### src/rtl/button_pulse_conditioner_if.sv
// Button-side and PWM-side signals of the push-button conditioner.
// The master drives the raw buttons and the repeat enable. The slave returns the pulses, the levels and the tick.
interface button_pulse_conditioner_if;
    logic btn_inc_raw;
    logic btn_dec_raw;
    logic en_repeat;
    logic duty_inc;
    logic duty_dec;
    logic inc_level;
    logic dec_level;
    logic tick;

    modport master (
        output btn_inc_raw, btn_dec_raw, en_repeat,
        input  duty_inc, duty_dec, inc_level, dec_level, tick
    );

    modport slave (
        input  btn_inc_raw, btn_dec_raw, en_repeat,
        output duty_inc, duty_dec, inc_level, dec_level, tick
    );
endinterface

### src/rtl/button_pulse_conditioner.sv
// Synchronises and debounces the inc/dec buttons, then issues single-cycle duty pulses.
// The pulses support hold-to-repeat and mutual-exclusion arbitration. Channel 0 is inc and channel 1 is dec.
//
// state  | meaning
// IDLE   | button released, waiting for a debounced rise
// DELAY  | pressed and pulsed, counting ticks to the first auto-repeat
// REPEAT | auto-repeating every REPEAT_RATE ticks
// HOLD   | pressed but silent until released
module button_pulse_conditioner #(
    parameter int TICK_DIV    = 250000,
    parameter int STABLE_CNT  = 4,
    parameter int REPEAT_DLY  = 8,
    parameter int REPEAT_RATE = 2
) (
    input  logic clk,
    input  logic rst,
    button_pulse_conditioner_if.slave bus
);
    localparam int TW   = (TICK_DIV > 1) ? $clog2(TICK_DIV) : 1;
    localparam int SW   = $clog2(STABLE_CNT + 1);
    localparam int RMAX = (REPEAT_DLY > REPEAT_RATE) ? REPEAT_DLY : REPEAT_RATE;
    localparam int RW   = $clog2(RMAX + 1);
    localparam logic [TW-1:0] TICK_LAST   = TW'(TICK_DIV - 1);
    localparam logic [SW-1:0] STABLE_LAST = SW'(STABLE_CNT);
    localparam logic [RW-1:0] DLY_N       = RW'(REPEAT_DLY);
    localparam logic [RW-1:0] RATE_N      = RW'(REPEAT_RATE);

    typedef enum logic [1:0] {IDLE, DELAY, REPEAT, HOLD} state_t;

    logic [1:0]    sync1, sync2;
    logic [TW-1:0] tick_cnt, tick_cnt_nxt;
    logic          tick_q;
    logic [1:0]    level_q, level_d, rise, fall, other_lvl, fire, pulse_q;
    logic [SW-1:0] stab_q [2];
    logic [SW-1:0] stab_d [2];
    state_t        state_q [2];
    state_t        state_d [2];
    logic [RW-1:0] rcnt_q [2];
    logic [RW-1:0] rcnt_d [2];

    assign tick_cnt_nxt = (tick_cnt == TICK_LAST) ? '0 : tick_cnt + TW'(1);

    always_ff @(posedge clk) begin
        if (rst) begin
            sync1    <= '0;
            sync2    <= '0;
            tick_cnt <= '0;
            tick_q   <= 1'b0;
        end else begin
            sync1    <= {bus.btn_dec_raw, bus.btn_inc_raw};
            sync2    <= sync1;
            tick_cnt <= tick_cnt_nxt;
            tick_q   <= (tick_cnt_nxt == TICK_LAST);
        end
    end

    always_comb begin
        level_d = level_q;
        for (int c = 0; c < 2; c++) begin
            stab_d[c] = stab_q[c];
            if (tick_q) begin
                if (sync2[c] == level_q[c]) begin
                    stab_d[c] = '0;
                end else if (stab_q[c] + SW'(1) == STABLE_LAST) begin
                    level_d[c] = ~level_q[c];
                    stab_d[c]  = '0;
                end else begin
                    stab_d[c] = stab_q[c] + SW'(1);
                end
            end
        end
    end

    // Arbitration looks at the other channel's level after this tick's update.
    assign rise      = level_d & ~level_q;
    assign fall      = level_q & ~level_d;
    assign other_lvl = {level_d[0], level_d[1]};

    always_ff @(posedge clk) begin
        if (rst) begin
            level_q <= '0;
            pulse_q <= '0;
            for (int c = 0; c < 2; c++) begin
                stab_q[c]  <= '0;
                state_q[c] <= IDLE;
                rcnt_q[c]  <= '0;
            end
        end else begin
            level_q <= level_d;
            pulse_q <= fire;
            for (int c = 0; c < 2; c++) begin
                stab_q[c]  <= stab_d[c];
                state_q[c] <= state_d[c];
                rcnt_q[c]  <= rcnt_d[c];
            end
        end
    end

    always_comb begin
        for (int c = 0; c < 2; c++) begin
            state_d[c] = state_q[c];
            rcnt_d[c]  = rcnt_q[c];
            if (tick_q) begin
                if (fall[c]) begin
                    state_d[c] = IDLE;
                    rcnt_d[c]  = '0;
                end else begin
                    case (state_q[c])
                        IDLE: if (rise[c]) begin
                            rcnt_d[c]  = '0;
                            state_d[c] = (!other_lvl[c] && bus.en_repeat) ? DELAY : HOLD;
                        end
                        DELAY: if (!bus.en_repeat || other_lvl[c]) begin
                            state_d[c] = HOLD;
                            rcnt_d[c]  = '0;
                        end else if (rcnt_q[c] + RW'(1) == DLY_N) begin
                            state_d[c] = REPEAT;
                            rcnt_d[c]  = '0;
                        end else begin
                            rcnt_d[c] = rcnt_q[c] + RW'(1);
                        end
                        REPEAT: if (!bus.en_repeat || other_lvl[c]) begin
                            state_d[c] = HOLD;
                            rcnt_d[c]  = '0;
                        end else if (rcnt_q[c] + RW'(1) == RATE_N) begin
                            rcnt_d[c] = '0;
                        end else begin
                            rcnt_d[c] = rcnt_q[c] + RW'(1);
                        end
                        default: ;
                    endcase
                end
            end
        end
    end

    always_comb begin
        fire = '0;
        for (int c = 0; c < 2; c++) begin
            if (tick_q && !fall[c] && !other_lvl[c]) begin
                case (state_q[c])
                    IDLE:    fire[c] = rise[c];
                    DELAY:   fire[c] = bus.en_repeat && (rcnt_q[c] + RW'(1) == DLY_N);
                    REPEAT:  fire[c] = bus.en_repeat && (rcnt_q[c] + RW'(1) == RATE_N);
                    default: fire[c] = 1'b0;
                endcase
            end
        end
    end

    assign bus.duty_inc  = pulse_q[0];
    assign bus.duty_dec  = pulse_q[1];
    assign bus.inc_level = level_q[0];
    assign bus.dec_level = level_q[1];
    assign bus.tick      = tick_q;
endmodule
### src/flat_wrapper.sv
// flat-port wrapper written by rule: the top's interface ports become plain ports
module button_pulse_conditioner_flat 
#(
    parameter int TICK_DIV    = 250000,
    parameter int STABLE_CNT  = 4,
    parameter int REPEAT_DLY  = 8,
    parameter int REPEAT_RATE = 2
)
  (clk, rst, bus_btn_inc_raw, bus_btn_dec_raw, bus_en_repeat, bus_duty_inc, bus_duty_dec, bus_inc_level, bus_dec_level, bus_tick);
  button_pulse_conditioner_if bus_i ();
  input  logic clk;
  input  logic rst;
  input wire logic [$bits(bus_i.btn_inc_raw)-1:0] bus_btn_inc_raw;
  input wire logic [$bits(bus_i.btn_dec_raw)-1:0] bus_btn_dec_raw;
  input wire logic [$bits(bus_i.en_repeat)-1:0] bus_en_repeat;
  output wire logic [$bits(bus_i.duty_inc)-1:0] bus_duty_inc;
  output wire logic [$bits(bus_i.duty_dec)-1:0] bus_duty_dec;
  output wire logic [$bits(bus_i.inc_level)-1:0] bus_inc_level;
  output wire logic [$bits(bus_i.dec_level)-1:0] bus_dec_level;
  output wire logic [$bits(bus_i.tick)-1:0] bus_tick;
  assign bus_i.btn_inc_raw = bus_btn_inc_raw;
  assign bus_i.btn_dec_raw = bus_btn_dec_raw;
  assign bus_i.en_repeat = bus_en_repeat;
  assign bus_duty_inc = bus_i.duty_inc;
  assign bus_duty_dec = bus_i.duty_dec;
  assign bus_inc_level = bus_i.inc_level;
  assign bus_dec_level = bus_i.dec_level;
  assign bus_tick = bus_i.tick;
  button_pulse_conditioner #(.TICK_DIV(TICK_DIV), .STABLE_CNT(STABLE_CNT), .REPEAT_DLY(REPEAT_DLY), .REPEAT_RATE(REPEAT_RATE)) u_core (.clk(clk), .rst(rst), .bus(bus_i));
endmodule
### config.mk
export PLATFORM = sky130hd
export DESIGN_NAME = button_pulse_conditioner_flat
export DESIGN_NICKNAME = d
export VERILOG_FILES = /design/src/rtl/button_pulse_conditioner_if.sv /design/src/rtl/button_pulse_conditioner.sv /design/src/flat_wrapper.sv
export SDC_FILE = /design/constraint.sdc
export NUM_CORES = 1
export LEC_CHECK = 0
export CORE_MARGIN = 1.5
export CORE_UTILIZATION = 45
export DETAILED_ROUTE_END_ITERATION = 10
export GPL_TIMING_DRIVEN = 0
export MAX_ROUTING_LAYER = met4
export PLACE_DENSITY = 0.68
export SETUP_SLACK_MARGIN = 0.2
export SYNTH_ARGS = -nofsm -noshare
export SYNTH_HDL_FRONTEND = slang
export SYNTH_SLANG_ARGS = --single-unit
### constraint.sdc
create_clock -name clk -period 3.28 [get_ports clk]
set_input_delay 0.656 -clock clk [delete_from_list [all_inputs] [get_ports clk]]
set_output_delay 0.656 -clock clk [all_outputs]
set_load 0.01 [all_outputs]
Word-level counts from Yosys, hierarchy flattened
Memory sizes are Yosys's and may differ from the RTL's.
Index checks and enable logic that the tools add are counted.
{"block": "word_totals", "register_bits": 27, "ram_bits": 18, "input_bits": 5, "output_inout_bits": 5, "elab_cells": 120, "memories": 3}
{"block": "op_classes", "addsub": 5, "eq_ne": 14, "mux": 56, "bitwise_logic": 14, "reduce_logical": 21}
{"name": "u_core.rcnt_q", "depth": 2, "width": 4, "read_ports": 2, "rd_ports_with_merged_regs": 0, "wr": 2, "line_no": "button_pulse_conditioner.sv:38", "source": "logic [RW-1:0] rcnt_q [2];"}
{"name": "u_core.stab_q", "depth": 2, "width": 3, "read_ports": 2, "rd_ports_with_merged_regs": 0, "wr": 2, "line_no": "button_pulse_conditioner.sv:34", "source": "logic [SW-1:0] stab_q [2];"}
{"name": "u_core.state_q", "depth": 2, "width": 2, "read_ports": 2, "rd_ports_with_merged_regs": 0, "wr": 2, "line_no": "button_pulse_conditioner.sv:36", "source": "state_t state_q [2];"}
{"op": "$mux W4", "count": 16}
{"op": "$eq A18 B18 Y1 const B", "count": 2}
{"op": "$mux W2", "count": 16}
{"op": "$mux W3", "count": 8}
{"op": "$pmux W4 S3", "count": 2}
{"op": "$add A18 B1 Y18 const B", "count": 1}
{"op": "$mux W18", "count": 1}
{"op": "$pmux W2 S3", "count": 2}
{"op": "$logic_and A1 B1 Y1", "count": 10}
{"op": "$mux W1", "count": 9}
{"op": "$add A4 B1 Y4 const B", "count": 2}
{"op": "$eq A4 B2 Y1 const B", "count": 2}
{"op": "$eq A4 B4 Y1 const B", "count": 2}
{"op": "$add A3 B1 Y3 const B", "count": 2}
{"op": "$eq A3 B3 Y1 const B", "count": 2}
{"op": "$or A1 B1 Y1", "count": 6}
{"op": "$pmux W1 S3", "count": 2}
{"op": "$logic_not A1 Y1", "count": 5}
{"op": "$and A2 B2 Y2", "count": 2}
{"op": "$eq A2 B1 Y1 const B", "count": 2}
{"op": "$eq A2 B2 Y1 const B", "count": 2}
{"op": "$logic_not A2 Y1", "count": 2}
{"op": "$not A1 Y1", "count": 4}
{"op": "$not A2 Y2", "count": 2}
{"op": "other kinds (3)", "count": 6}

Logic depth before layout (Yosys ltp)
Gate-level depths: netlist of the first run.
{"block": "depth", "word_depth": 13, "depth_mapped": 8, "ltp_nobuf": 7}

Worst setup path before layout of the first run
No wires, ideal clock.
{"block": "synth_timing", "path_kind": "reg-to-reg", "start": "mem u_core.stab_q[0][0] (netlist name)", "end": "mem u_core.rcnt_q[0][0] (netlist name)", "setup_time_ns": 0.067, "arrival_ns": 1.863, "setup_slack_ns": 1.349, "path_stages_with_launch": 7, "cell_sequence": "dfxtp_1 > ha_1 > xor2_2 > and3b_1 > o32a_1 > or4b_4 > o21ai_2"}
{"element": "start: declaration", "line_no": "button_pulse_conditioner.sv:34"}
{"element": "end: declaration", "line_no": "button_pulse_conditioner.sv:38"}

==> results of run 1 <==
[cell families (layout without fill, tap and decap cells)]
logic type	count (synthesis)	after routing	share of synthesized area, %
AND/OR/NAND/NOR	156	156	29.1
AO/OA/AOI/OAI	74	74	19.0
flip-flops	45	45	30.7
buffers and inverters	30	46	5.75
XOR/XNOR	22	22	6.81
adder cells (fa/ha/maj)	17	17	7.24
multiplexers	4	4	1.45
[cells in the mapped netlist, types with 3 or more instances]
library cell,count
xor2_1,13
and4b_1,3
o211ai_1,4
nor2b_1,9
or2_2,4
o21ai_0,6
ha_1,17
and3b_1,3
a31oi_1,4
xnor2_1,8
nor2_1,38
and4_1,4
inv_1,16
o22ai_1,3
nor3_1,10
nand4_1,6
and3_1,3
dfxtp_1,45
a21oi_1,13
nor3b_1,7
nand2b_1,5
o31ai_1,3
o21ai_1,3
clkbuf_1,6
a21o_1,3
or4_1,3
nand2_1,25
nand3_1,19
a211o_1,3
[worst max-delay path, stage by stage, from the launching register on]
cell and delay, ns:
dfxtp_1 0.37, ha_1 0.24, xor2_2 0.35, and3_1 0.20
buf_2 0.17, o211ai_1 0.12, a211o_1 0.32, a32o_1 0.26
[flip-flops by register name (all words and copies together), names as in the netlist]
signal,flops
u_core.sync2,2
u_core.bus.tick,1
u_core.level_q,2
u_core.pulse_q,2
u_core.tick_cnt,18
u_core.stab_q,6
u_core.sync1,2
u_core.rcnt_q,8
u_core.state_q,4
[worst max-delay path by stage]
stage,start,to,slack [ns],depth (start not counted)
final,u_core.stab_q[0][0]$_SDFFE_PP0P_,u_core.state_q[0][2]$_SDFFE_PP0P_,1.14,7
after global routing,u_core.stab_q[0][0]$_SDFFE_PP0P_,u_core.state_q[0][2]$_SDFFE_PP0P_,0.95,7
after CTS,u_core.stab_q[0][0]$_SDFFE_PP0P_,u_core.state_q[0][2]$_SDFFE_PP0P_,1.11,7
after detailed placement,rst,u_core.state_q[0][2]$_SDFFE_PP0P_,0.85,5
after global placement,rst,u_core.state_q[0][2]$_SDFFE_PP0P_,0.86,5
after floorplan,u_core.stab_q[0][0]$_SDFFE_PP0P_,u_core.rcnt_q[0][0]$_SDFFE_PP0P_,1.35,6
[stage by stage]
step / power, mW / std cells / area (um^2)
3_5_place_dp: 0.604 / 433 / 3110
2_1_floorplan: 0.592 / 348 / 2940
3_3_place_gp: 0.604 / 433 / 3110
4_1_cts: 0.963 / 441 / 3210
6_report: 0.948 / 441 / 3210
5_1_grt: 0.985 / 441 / 3210
[per-layer routing]
metal	track usage, %	up-vias
met5	-	-
met4	4.77	0
met3	3.36	10
met2	31.0	41
met1	22.3	1147
li1	-	1295
[power by group]
| part | switching (mW) | internal, mW | total [mW] |
|---|---|---|---|
| logic | 0.0196 | 0.0135 | 0.0331 |
| clock network | 0.203 | 0.154 | 0.357 |
| registers | 0.00651 | 0.551 | 0.558 |
| total | 0.229 | 0.719 | 0.948 |
[layout make-up]
class | instances | area share (%)
Timing Repair Buffer | 8 | 2.50
Inverter | 16 | 1.87
Clock inverter | 3 | 0.780
Sequential cell | 45 | 28.1
Buffer | 14 | 3.39
Multi-Input combinational cell | 273 | 58.2
Clock buffer | 5 | 2.15
Tap cell | 77 | 3.00
==> flow_summary.yaml, run 1 <==
timing:
  finalHoldViolations: 0
  tns_ns: 0
  whs_ns: 0.452
  slew_viol_final: 0
  period_share_pct: 65.2
  slew_headroom_pct: 58.9
  timing.fmax_mhz: 467
  fin_ws_ns: 1.14
  worst_pin_slew_ns: 0.611
  setup_viol: 0
  skew_ns: 0.00614
  rsz0062_at_grt: "no"
  fin_crit_ns: 2.14
power_and_ir_drop:
  powerDensity_nw_per_um2: 295
  ir_drop_mv: 0.226
  p_leak_nw: 1.20
hold_path:
  hold_path_class: "flop to flop"
  holdPathStages: 1
  holdPathEnd: "u_core.sync2[0]$_SDFF_PP0_"
  min_from: "u_core.sync1[0]$_SDFF_PP0_"
grt:
  grt-ovfl-total: 0
  grt.total_usage_pct: 18.2
  grt_pass1_wl_um: 10600
  antenna_found_initial: 0
  grt_max_degree: 17
  grt_pass1_vias: 2430
clock_network:
  cts_tree: "yes"
  postCtsHoldBufs: 0
  clk_latency_ns: 0.29
  clk_path_buf_depth: 2
  post_cts_resized: 0
  htree_levels: 2
  clkSinkCount: 45
  cts_buffers: 5
  cts.clk_slew.worst_paths_ns: 0.09
  root_buffer: "clkbuf_8"
  cts_setup_buffers: 0
logic_synthesis:
  synthesis.area_um2: 2940
  ys_seq_area_share_pct: 30.7
  yosys_warnings: 0
  synth_top_area_cell: "dfxtp_1"
  synth_top_area_share_pct: 30.7
  synth_area_leaders: "dfxtp_1, ha_1, nor2_1"
  synth_cells: 348
  async_reset_ff_share_pct: 0
  syn_nets: 370
  ys_ff_latch: 45
  synthesis.area_per_instance_um2: 8.44
  synth_edf_count: 0
  synthFlopType: "dfxtp_1"
  ys_types: 73
setup_path:
  critical_path_class: "flop to flop"
  worstPathMaxFanout: 9
  reg2reg_slack_ns: 1.14
  crit_required_ns: 3.47
  timing.rr.start: "u_core.stab_q[0][0]$_SDFFE_PP0P_"
  start_kind: "flop"
  cp-end-kind: "flop"
  r2r_cells: 7
  regToRegEndpoint: "u_core.state_q[0][2]$_SDFFE_PP0P_"
  cp.arrival_ns: 2.33
floorplanning:
  rows: 29
  die-area_um2: 7020
  core_um2: 6310
  die_w_um: 83.8
  start_util_pct: 46.5
  num_io_pins: 10
  die_y_um: 83.8
detailed_routing:
  drt_first_pass_iters: 5
  met3_length_um: 179
  drcViolationCount: 0
  highest-signal-layer: "met4"
  drtAntennaViolNets: 0
  vias_per_cell: 5.65
  met1_length_um: 2800
  wire_per_inst_um: 13.3
  wl_met2_um: 2810
  first_iter_violations: 114
  routed_wl_um: 5870
  via_count: 2493
finish:
  final_common_cell: "dfxtp_1"
  regArea_um2: 901
  synthToLayoutAreaGrowth_pct: 9.20
  nNetsFinal: 385
  fillCellCount: 626
  multi_input_area_um2: 1870
  drive_gt1_share_pct: 9.62
  antenna_cells: 0
  final_util_pct: 50.8
  final_cell_mix: "dfxtp_1, nor2_1, nand2_1, nand3_1, ha_1"
placed_design:
  finalWeightedCongestion: 0.944
  portBuffers: 8
  dp.final_hpwl_um: 4440
  dp_slack_ns: 0.851
job:
  maxCapViolCount: 0
outcome:
  status: "completed"
No activity file was read; power rests on OpenSTA's default activity.
==> run 2: changes to the inputs <==
- clock period: 3.28 -> 2 ns (I/O delays scaled with it)
==> flow_summary.yaml, run 2 (synthesis results as in run 1) <==
timing:
  whs_ns: 0.444
  rsz0062_at_grt: "yes"
  fin_crit_ns: 1.99
  timing.fmax_mhz: 502
  finalHoldViolations: 0
  slew_viol_final: 0
  skew_ns: 0.0127
  worst_pin_slew_ns: 0.501
  setup_viol: 0
  period_share_pct: 99.5
  slew_headroom_pct: 66.6
grt:
  grt-ovfl-total: 0
  grt.total_usage_pct: 20.1
  grt_pass1_wl_um: 11300
  grt_max_degree: 16
  antenna_found_initial: 0
  grt_pass1_vias: 2454
finish:
  largest_reg_flops: 18
  final_util_pct: 60.6
  final_cell_mix: "nor2_1, buf_4, dfxtp_1, nand2_1, nand3_1"
  drive_gt1_share_pct: 33.0
  synthToLayoutAreaGrowth_pct: 30.2
  regMostFlops: "u_core.tick_cnt"
  fin_area_um2: 3820
  fillCellCount: 553
  largestRegisters: "u_core.tick_cnt x18, u_core.rcnt_q x8, u_core.stab_q x6"
  final_common_cell: "nor2_1"
  nNetsFinal: 412
  antenna_cells: 0
power_and_ir_drop:
  powerDensity_nw_per_um2: 408
  ir_drop_mv: 0.400
  p_leak_nw: 1.41
clock_network:
  cts.clk_slew.worst_paths_ns: 0.09
  cts_buffers: 5
  clk_latency_ns: 0.30
  root_buffer: "clkbuf_8"
  htree_levels: 2
  postCtsHoldBufs: 0
  clkSinkCount: 45
  clk_path_buf_depth: 2
  cts_tree: "yes"
detailed_routing:
  drcViolationCount: 0
  routed_wl_um: 6930
  wire_per_inst_um: 14.8
  drtAntennaViolNets: 0
  via_count: 2684
  drt_first_pass_iters: 4
  vias_per_cell: 5.74
  first_iter_violations: 127
placed_design:
  place_area_um2: 3150
  dp.final_hpwl_um: 4470
  finalWeightedCongestion: 0.849
  portBuffers: 8
setup_path:
  critical_path_class: "flop to flop"
  cp-end-kind: "flop"
  crit_required_ns: 2.23
  start_kind: "flop"
  cp.arrival_ns: 2.22
  worstPathMaxFanout: 6
outcome:
  status: "completed"
floorplanning:
  core_um2: 6310
  die_y_um: 83.8
  die_w_um: 83.8
  start_util_pct: 46.5
  num_io_pins: 10
  rows: 29
  die-area_um2: 7020
hold_path:
  hold_path_class: "flop to flop"
job:
  maxCapViolCount: 0
-- run 2: cell types whose count changed in the layout (fill, tap and decap cells not counted), sizes merged --
| cell | change |
|---|---|
| clkinv | -1 |
| inv | -1 |
| clkinvlp | +2 |
| clkdlybuf4s50 | -1 |
| buf | +27 |
| dlygate4sd2 | +1 |
-- run 2: critical path: stages (launching register included) --
cell and delay (ns):
dfxtp_2 0.35, ha_4 0.18, xor2_4 0.17, and3b_2 0.23, o32a_1 0.33, or4b_4 0.55
o21ai_2 0.12
-- run 2: worst paths after layout --
kind,start,to,slack [ns],depth (start not counted)
setup reg to reg,u_core.stab_q[0][0]$_SDFFE_PP0P_,u_core.rcnt_q[0][0]$_SDFFE_PP0P_,0.009,6
setup / recovery,u_core.stab_q[0][0]$_SDFFE_PP0P_,u_core.rcnt_q[0][0]$_SDFFE_PP0P_,0.009,6
hold reg to reg,u_core.sync1[1]$_SDFF_PP0_,u_core.sync2[1]$_SDFF_PP0_,0.44,1
hold / removal,u_core.sync1[1]$_SDFF_PP0_,u_core.sync2[1]$_SDFF_PP0_,0.44,1
-- run 2: power breakdown --
group	internal, mW	switching, mW
clock	0.245	0.331
sequential	0.902	0.0115
combinational	0.0309	0.0406
total	1.18	0.383
-- run 2: layout make-up --
class,instances,area (um^2),area share [%]
multi-input combinational,273,2210,57.8
sequential,45,931,24.3
timing repair buffer,35,293,7.65
buffer,14,138,3.60
tap,77,96.3,2.52
clock buffer,5,68.8,1.80
inverter,16,65.1,1.70
clock inverter,3,22.5,0.589
-- run 2: routing by layer --
layer,up-vias,global-route usage [%],share of wire [%]
met4,0,7.00,1.3
met5,-,-,0
met1,1258,26.9,49
li1,1350,-,-
met3,9,3.07,3.6
met2,67,30.9,46
-- run 2: timing repair --
item,4_1_cts,5_1_grt
setup buffers,23,4
resized for setup,57,43
endpoints found under the setup margin,24,27
pin swaps,23,16
-- run 2: per-stage QoR --
step	instances	setup TNS (ns)	setup slack [ns]	total power, mW
finish	468	0	0.00926	1.56
detailed placement	433	-1.19	-0.142	0.992
global route	468	-0.0492	-0.0305	1.62
global placement	433	-1.18	-0.171	0.991
floorplan	348	0	0.135	0.971
CTS	464	0	0.0207	1.58
